[config.mk]
export PLATFORM = sky130hd
export DESIGN_NAME = unpacker_frame
export DESIGN_NICKNAME = d
export VERILOG_FILES = /design/src/rtl/unpacker_frame.sv
export SDC_FILE = /design/constraint.sdc
export NUM_CORES = 1
export LEC_CHECK = 0
export ABC_AREA = 0
export ABC_CLOCK_PERIOD_IN_PS = 2050
export CAP_MARGIN = 40
export CORE_MARGIN = 2
export CORE_UTILIZATION = 47
export CTS_CLUSTER_DIAMETER = 100
export DETAILED_ROUTE_END_ITERATION = 10
export GPL_ROUTABILITY_DRIVEN = 0
export PLACE_DENSITY_LB_ADDON = 0.05
export RECOVER_POWER = 25
export SLEW_MARGIN = 30
export SYNTH_ARGS = -nofsm -noshare
export SYNTH_HDL_FRONTEND = slang
export SYNTH_SLANG_ARGS = --single-unit
[constraint.sdc]
create_clock -name clk_i -period 2.05 [get_ports clk_i]
set_input_delay 0.3075 -clock clk_i [delete_from_list [all_inputs] [get_ports clk_i]]
set_output_delay 0.3075 -clock clk_i [all_outputs]
set_load 0.01 [all_outputs]
[src/rtl/unpacker_frame.sv]
// unpacker_frame
//   Splits each accepted packed word into up to PackedNum elements of
//   UnpackedWidth bits. Every word carries its own element count, so words
//   may be partial. The frame-end flag is attached to the final element, and
//   back-to-back words stream out without an idle cycle.
//
// Ports
//   clk_i       clock, all state on rising edge
//   rst_ni      asynchronous active-low reset
//   packed_i    packed input word (PackedWidth bits)
//   count_i     number of valid elements in packed_i (0 or >PackedNum = full word)
//   last_i      packed_i ends a frame
//   valid_i     input valid
//   ready_o     input ready (combinational from ready_i only)
//   unpacked_o  current element, 0 while idle
//   last_o      unpacked_o is the final element of a frame
//   valid_o     output valid
//   ready_i     downstream ready
//
// state | meaning
// ------+-------------------------------------------------------------
// IDLE  | no word held; ready_o=1, valid_o=0
// EMIT  | word held; presenting element idx_q, last element at last_idx_q

module unpacker_frame #(
  parameter int UnpackedWidth = 2,
  parameter int PackedNum     = 4,
  parameter bit MsbFirst      = 1'b0,
  parameter int PackedWidth   = UnpackedWidth * PackedNum,
  parameter int CountWidth    = $clog2(PackedNum + 1)
) (
  input  logic                     clk_i,
  input  logic                     rst_ni,
  input  logic [PackedWidth-1:0]   packed_i,
  input  logic [CountWidth-1:0]    count_i,
  input  logic                     last_i,
  input  logic                     valid_i,
  output logic                     ready_o,
  output logic [UnpackedWidth-1:0] unpacked_o,
  output logic                     last_o,
  output logic                     valid_o,
  input  logic                     ready_i
);

  localparam int IdxWidth = $clog2(PackedNum);

  typedef enum logic {
    IDLE,
    EMIT
  } state_e;

  state_e                   state_q;
  logic [PackedWidth-1:0]   word_q;
  logic [IdxWidth-1:0]      idx_q;
  logic [IdxWidth-1:0]      last_idx_q;
  logic                     frame_q;

  logic                     busy;
  logic                     final_elem;
  logic                     in_fire;
  logic                     out_fire;
  logic [IdxWidth-1:0]      last_idx_d;
  logic [UnpackedWidth-1:0] slice;

  assign busy       = (state_q == EMIT);
  assign final_elem = (idx_q == last_idx_q);
  assign out_fire   = busy && ready_i;
  // A new word is taken on the same edge the final element leaves, which is
  // what keeps back-to-back words bubble-free.
  assign ready_o    = !busy || (out_fire && final_elem);
  assign in_fire    = valid_i && ready_o;

  // Store the index of the final element rather than the count itself;
  // a zero or oversized count means a full word.
  always_comb begin
    last_idx_d = IdxWidth'(PackedNum - 1);
    if ((count_i != '0) && (count_i <= CountWidth'(PackedNum))) begin
      last_idx_d = IdxWidth'(count_i - CountWidth'(1));
    end
  end

  always_comb begin
    slice = '0;
    for (int k = 0; k < PackedNum; k++) begin
      if (idx_q == IdxWidth'(k)) begin
        slice = word_q[(MsbFirst ? (PackedNum - 1 - k) : k) * UnpackedWidth +: UnpackedWidth];
      end
    end
  end

  always_ff @(posedge clk_i or negedge rst_ni) begin
    if (!rst_ni) begin
      state_q    <= IDLE;
      word_q     <= '0;
      idx_q      <= '0;
      last_idx_q <= '0;
      frame_q    <= 1'b0;
    end else begin
      if (in_fire) begin
        state_q    <= EMIT;
        word_q     <= packed_i;
        idx_q      <= '0;
        last_idx_q <= last_idx_d;
        frame_q    <= last_i;
      end else if (out_fire) begin
        if (final_elem) begin
          state_q <= IDLE;
          idx_q   <= '0;
        end else begin
          idx_q <= idx_q + IdxWidth'(1);
        end
      end
    end
  end

  assign valid_o    = busy;
  assign unpacked_o = busy ? slice : '0;
  assign last_o     = busy && frame_q && final_elem;

endmodule

Yosys cells after proc, flatten, opt, wreduce, memory -nomap -nowiden. Index checks and enable logic that the tools add are counted.

Logic and storage cells: 37. Register bits after elaboration: 14. Input port bits: 16. Output and inout port bits: 5.

Order comparisons: 1. $add $sub $neg: 2. Equal/unequal tests: 4. Reduce and logical (&&, ||, !) cells: 13. Muxes and demuxes: 12.

Operator list (number): two-way mux 2 bit (9); logical AND 1 bit (6); == test 2 bit (second input constant) (2); nonzero test 2 bit (2); less-or-equal comparator 3 bit (second input constant) (1); two-way mux 1 bit (3); nonzero test 3 bit (1); adder 2 x 1 -> 2 bit (second input constant) (1); == test 2 x 1 -> 1 bit (second input constant) (1); == test 2 bit (1); zero test 2 bit (1); AND reduction 2 bit (1); subtractor 2 x 1 -> 2 bit (second input constant) (1); zero test 1 bit (1); logical OR 1 bit (1).

Logic depth before layout (Yosys ltp).
Depth in word-level cells: 6. Depth in mapped cells: 6. Depth with buffers taken out: 6.

Least setup slack after synthesis. No wires, ideal clock.

Kind: reg2out. From: register idx_q[0]. To: output port unpacked_o[0]. Required time: 1742 ps. Buffers on the path: 0. Data arrival time: 1186 ps. Path slack: 556 ps. Cell stages (with the launch flop): 6. Cell sequence: dfrtp_1 > inv_1 > ha_1 > a21oi_1 > a22oi_1 > nor2b_1.

Longest elaborated chain between the ends: 6. Elaborated cells on any way between the ends: 9. Those cells by class: 3 x eq/ne; 5 x mux; 1 x reduce/logical.

RTL lines: start, declared (RTL line 54) `logic [IdxWidth-1:0] idx_q;`; start signal, assigned (RTL line 110) `idx_q <= idx_q + IdxWidth'(1);`; zero test 2 bit (RTL line 85) `if (idx_q == IdxWidth'(k)) begin`; two-way mux 2 bit (3 in series) (RTL line 85); two-way mux 2 bit (*) (RTL line 85); two-way mux 2 bit (*) (RTL line 117) `assign unpacked_o = busy ? slice : '0;`; end, declared (RTL line 39) `output logic [UnpackedWidth-1:0] unpacked_o,`.

Every way passes the cells marked *; elsewhere a longest branch is shown, timed or not.

Worst setup path after layout.
From: register idx_q[1]. To: register word_q[2].

Longest elaborated chain between the ends: 4.

RTL lines: == test 2 bit (RTL line 66) `assign final_elem = (idx_q == last_idx_q);`; logical AND 1 bit (RTL line 70) `assign ready_o = !busy || (out_fire && final_elem);`; logical OR 1 bit (RTL line 70); logical AND 1 bit (RTL line 71) `assign in_fire = valid_i && ready_o;`; end signal, assigned (RTL line 101) `word_q <= packed_i;`; end, declared (RTL line 53) `logic [PackedWidth-1:0] word_q;`.

Every way passes these cells. A chain may end at the register's enable or synchronous reset.

==> metrics.yaml <==
global_routing:
  grt_overflow: 0
  antenna_found_initial: 0
  grt_pass1_wl_um: 2891
  grt_pass1_vias: 630
  grt_max_degree: 15
  grt_use_total_pct: 19.77
synth:
  synth-seq-area-share_pct: 41.73
  ys.warnings.count: 0
  avgSynthCellArea_um2: 10.12
  synth_top_area_cell: "dfrtp_1"
  syn_nets: 104
  synth_top_area_share_pct: 41.73
  synth_cell_types: 24
  syn_area_um2: 839.6
  synth_area_leaders: "dfrtp_1 (42%), mux2_2 (12%), ha_1 (7.5%)"
  ys_seq_elements: 14
  syn-instance-count: 83
floorplanning:
  die_w_um: 46.27
  die_height_um: 46.27
  core_mm2: 0.001708
  row_count: 15
  io_pins: 21
  die_area_mm2: 0.002140
  start_util_pct: 49.16
detailed_routing:
  wl_um: 1906
  drt_iter0_drc: 5
  wl_per_cell_um: 13.91
  drt_pass1_iterations: 4
  final_antenna_net_count: 0
  via_per_inst: 5.153
  drc_errors: 0
  vias: 706
timing:
  finalCriticalPeriod_ps: 1961
  fin_crit_sh_pct: 95.65
  fin_ws_ps: 89.23
  clock.fmax_mhz: 510.0
  clock_skew_ps: 3.083
  max-slew-margin-rel_pct: 54.56
  hold_viol: 0
  max_slew.worst_pin.slew_ps: 679.4
  holdWs_ps: 496.0
  finalSetupTns_ps: 0
  timing.final.max_slew_violations: 0
  setup_viol: 0
cts:
  cts_buffers: 3
  clkSinkCount: 14
  clk_pin_slew_ps: 90
  cts_buffer_depth: 2
  cts_root_buf: "clkbuf_4"
  worst_skew_pair.late_latency_ps: 280
  cts_tree: "done"
  cts_htree_levels: 1
layout:
  drive_above_1_share_pct: 29.46
  multiInputGateArea_um2: 475.5
  diodes: 0
  syn2layout_area_growth_pct: 37.71
  register_area_um2: 350.3
  fillCellCount: 135
  finalNetCount: 134
pwr:
  powerDensity_mw_per_mm2: 1404
  p_leak_nw: 0.5204
  peakVddDrop_mv: 0.6758
run_status:
  status: "completed"
critical_path:
  crit_arrival_ps: 2130
  critPathMaxFanout: 9
  criticalPathCategory: "reg2reg"
  required_ps: 2220
  worstSetupEndpointType: "register"
  worst_setup_path_start_kind: "register"
placed_design:
  io_buffers: 20
  place_hpwl_um: 1331
  dp_slack_ps: 124.9
run:
  maxCapViolCount: 0
worst_hold_path:
  hp-class: "in2async"
[critical path: stages (launching register included)]
cell     delay [ps]
dfrtp_1         430
buf_4           150
buf_4           150
xnor2_4         150
buf_4           140
nand3_2         100
o21ai_4         330
mux2_2          390
[metal layers]
layer  vias up  wire (µm)  global-route usage [%]
li1        348          -                       -
met3         4         74                   4.706
met4         0         29                   8.571
met2        16        923                   31.94
met5         -          0                       0
met1       338        878                   24.94
[cells in the mapped netlist]
cell and instances:
a21o_1 2, a21oi_1 9, a22oi_1 2, a31oi_1 2
a41oi_1 1, and3_1 1, buf_4 1, clkbuf_1 1
dfrtp_1 14, ha_1 5, inv_1 8, mux2_2 9
nand2_1 6, nand2b_1 2, nand3_2 1, nand4_1 1
nor2_1 3, nor2b_1 3, o21ai_0 7, o21ai_4 1
or2b_1 1, xnor2_1 1, xnor2_2 1, xor2_2 1
[path summary, 6_finish.rpt]
kind / from / end / slack (ps) / cells past startpoint
min in group clk_i: word_q[7] / word_q[7] / 520 / 1
max reg2reg: idx_q[1] / word_q[2] / 90 / 7
max in group asynchronous: rst_ni / word_q[1] / 1120 / 1
min: rst_ni / last_idx_q[0] / 500 / 1
max: idx_q[1] / word_q[2] / 90 / 7
min reg2reg: word_q[7] / word_q[7] / 520 / 1
[kinds of logic (layout without fill, tap and decap cells)]
family	Yosys count	in the layout	share of synthesized area [%]
AOI/OAI and AO/OA	24	24	17.58
and+or+nand+nor	18	18	11.33
DFF	14	14	41.73
buffers and inverters	10	39	4.918
muxes	9	9	12.07
adders and majority gates	5	5	7.452
xor gates and xnor gates	3	3	4.919
[layout by cell type (no fill, tap or decap)]
cell / Yosys / layout
clkdlybuf4s50_1: 0 / 15
dfrtp_1: 14 / 14
mux2_2: 9 / 9
a21oi_1: 9 / 8
inv_1: 8 / 7
o21ai_0: 7 / 7
buf_4: 1 / 7
nand2_1: 6 / 6
clkbuf_2: 0 / 4
nor2_1: 3 / 3
ha_1: 5 / 3
clkbuf_4: 0 / 3
a22oi_1: 2 / 2
nor2b_1: 3 / 2
nand2b_1: 2 / 2
a21o_1: 2 / 2
a31oi_1: 2 / 2
ha_2: 0 / 2
xor2_2: 1 / 1
xnor2_4: 0 / 1
nor2b_4: 0 / 1
a21oi_2: 0 / 1
and3_1: 1 / 1
inv_2: 0 / 1
nand3_2: 1 / 1
o21ai_4: 1 / 1
nand4_1: 1 / 1
or2b_1: 1 / 1
xnor2_1: 1 / 1
a41oi_1: 1 / 1
clkbuf_8: 0 / 1
dlygate4sd3_1: 0 / 1
[report_power, final]
| part | internal (W) | switching (W) |
|---|---|---|
| clock network | 0.000108 | 0.0000954 |
| registers | 0.000404 | 0.000112 |
| logic | 0.000485 | 0.000419 |
[per-stage QoR]
| step | utilization [%] | area, µm² | total power [W] | std cells |
|---|---|---|---|---|
| CTS | 66.23 | 1131 | 0.001532 | 135 |
| finish | 67.69 | 1156 | 0.001623 | 137 |
| detailed placement | 64.25 | 1097 | 0.001358 | 131 |
| floorplan | - | 839.6 | 0.001016 | 83 |
| global route | 67.69 | 1156 | 0.001745 | 137 |
| global placement | 64.25 | 1097 | 0.001331 | 131 |
[what timing repair did]
| action | in CTS | in global routing |
|---|---|---|
| setup buffers | 0 | 2 |
| endpoints found under the hold margin | 0 | 0 |
| resized for setup | 5 | 14 |
| hold buffers | 0 | 0 |
| setup endpoints to repair | 4 | 3 |
[area by class of cell]
| class | instances | area share, % |
|---|---|---|
| multi-input combinational | 59 | 41.13 |
| sequential | 14 | 30.30 |
| timing repair buffer | 27 | 20.13 |
| clock buffer | 4 | 3.139 |
| tap | 25 | 2.706 |
| inverter | 8 | 2.597 |
[registers in the layout (all words and copies together), names as in the netlist]
| register | flops |
|---|---|
| word_q | 8 |
| last_idx_q | 2 |
| idx_q | 2 |
| valid_o | 1 |
| frame_q | 1 |
Power figures use the tool's default switching activity.
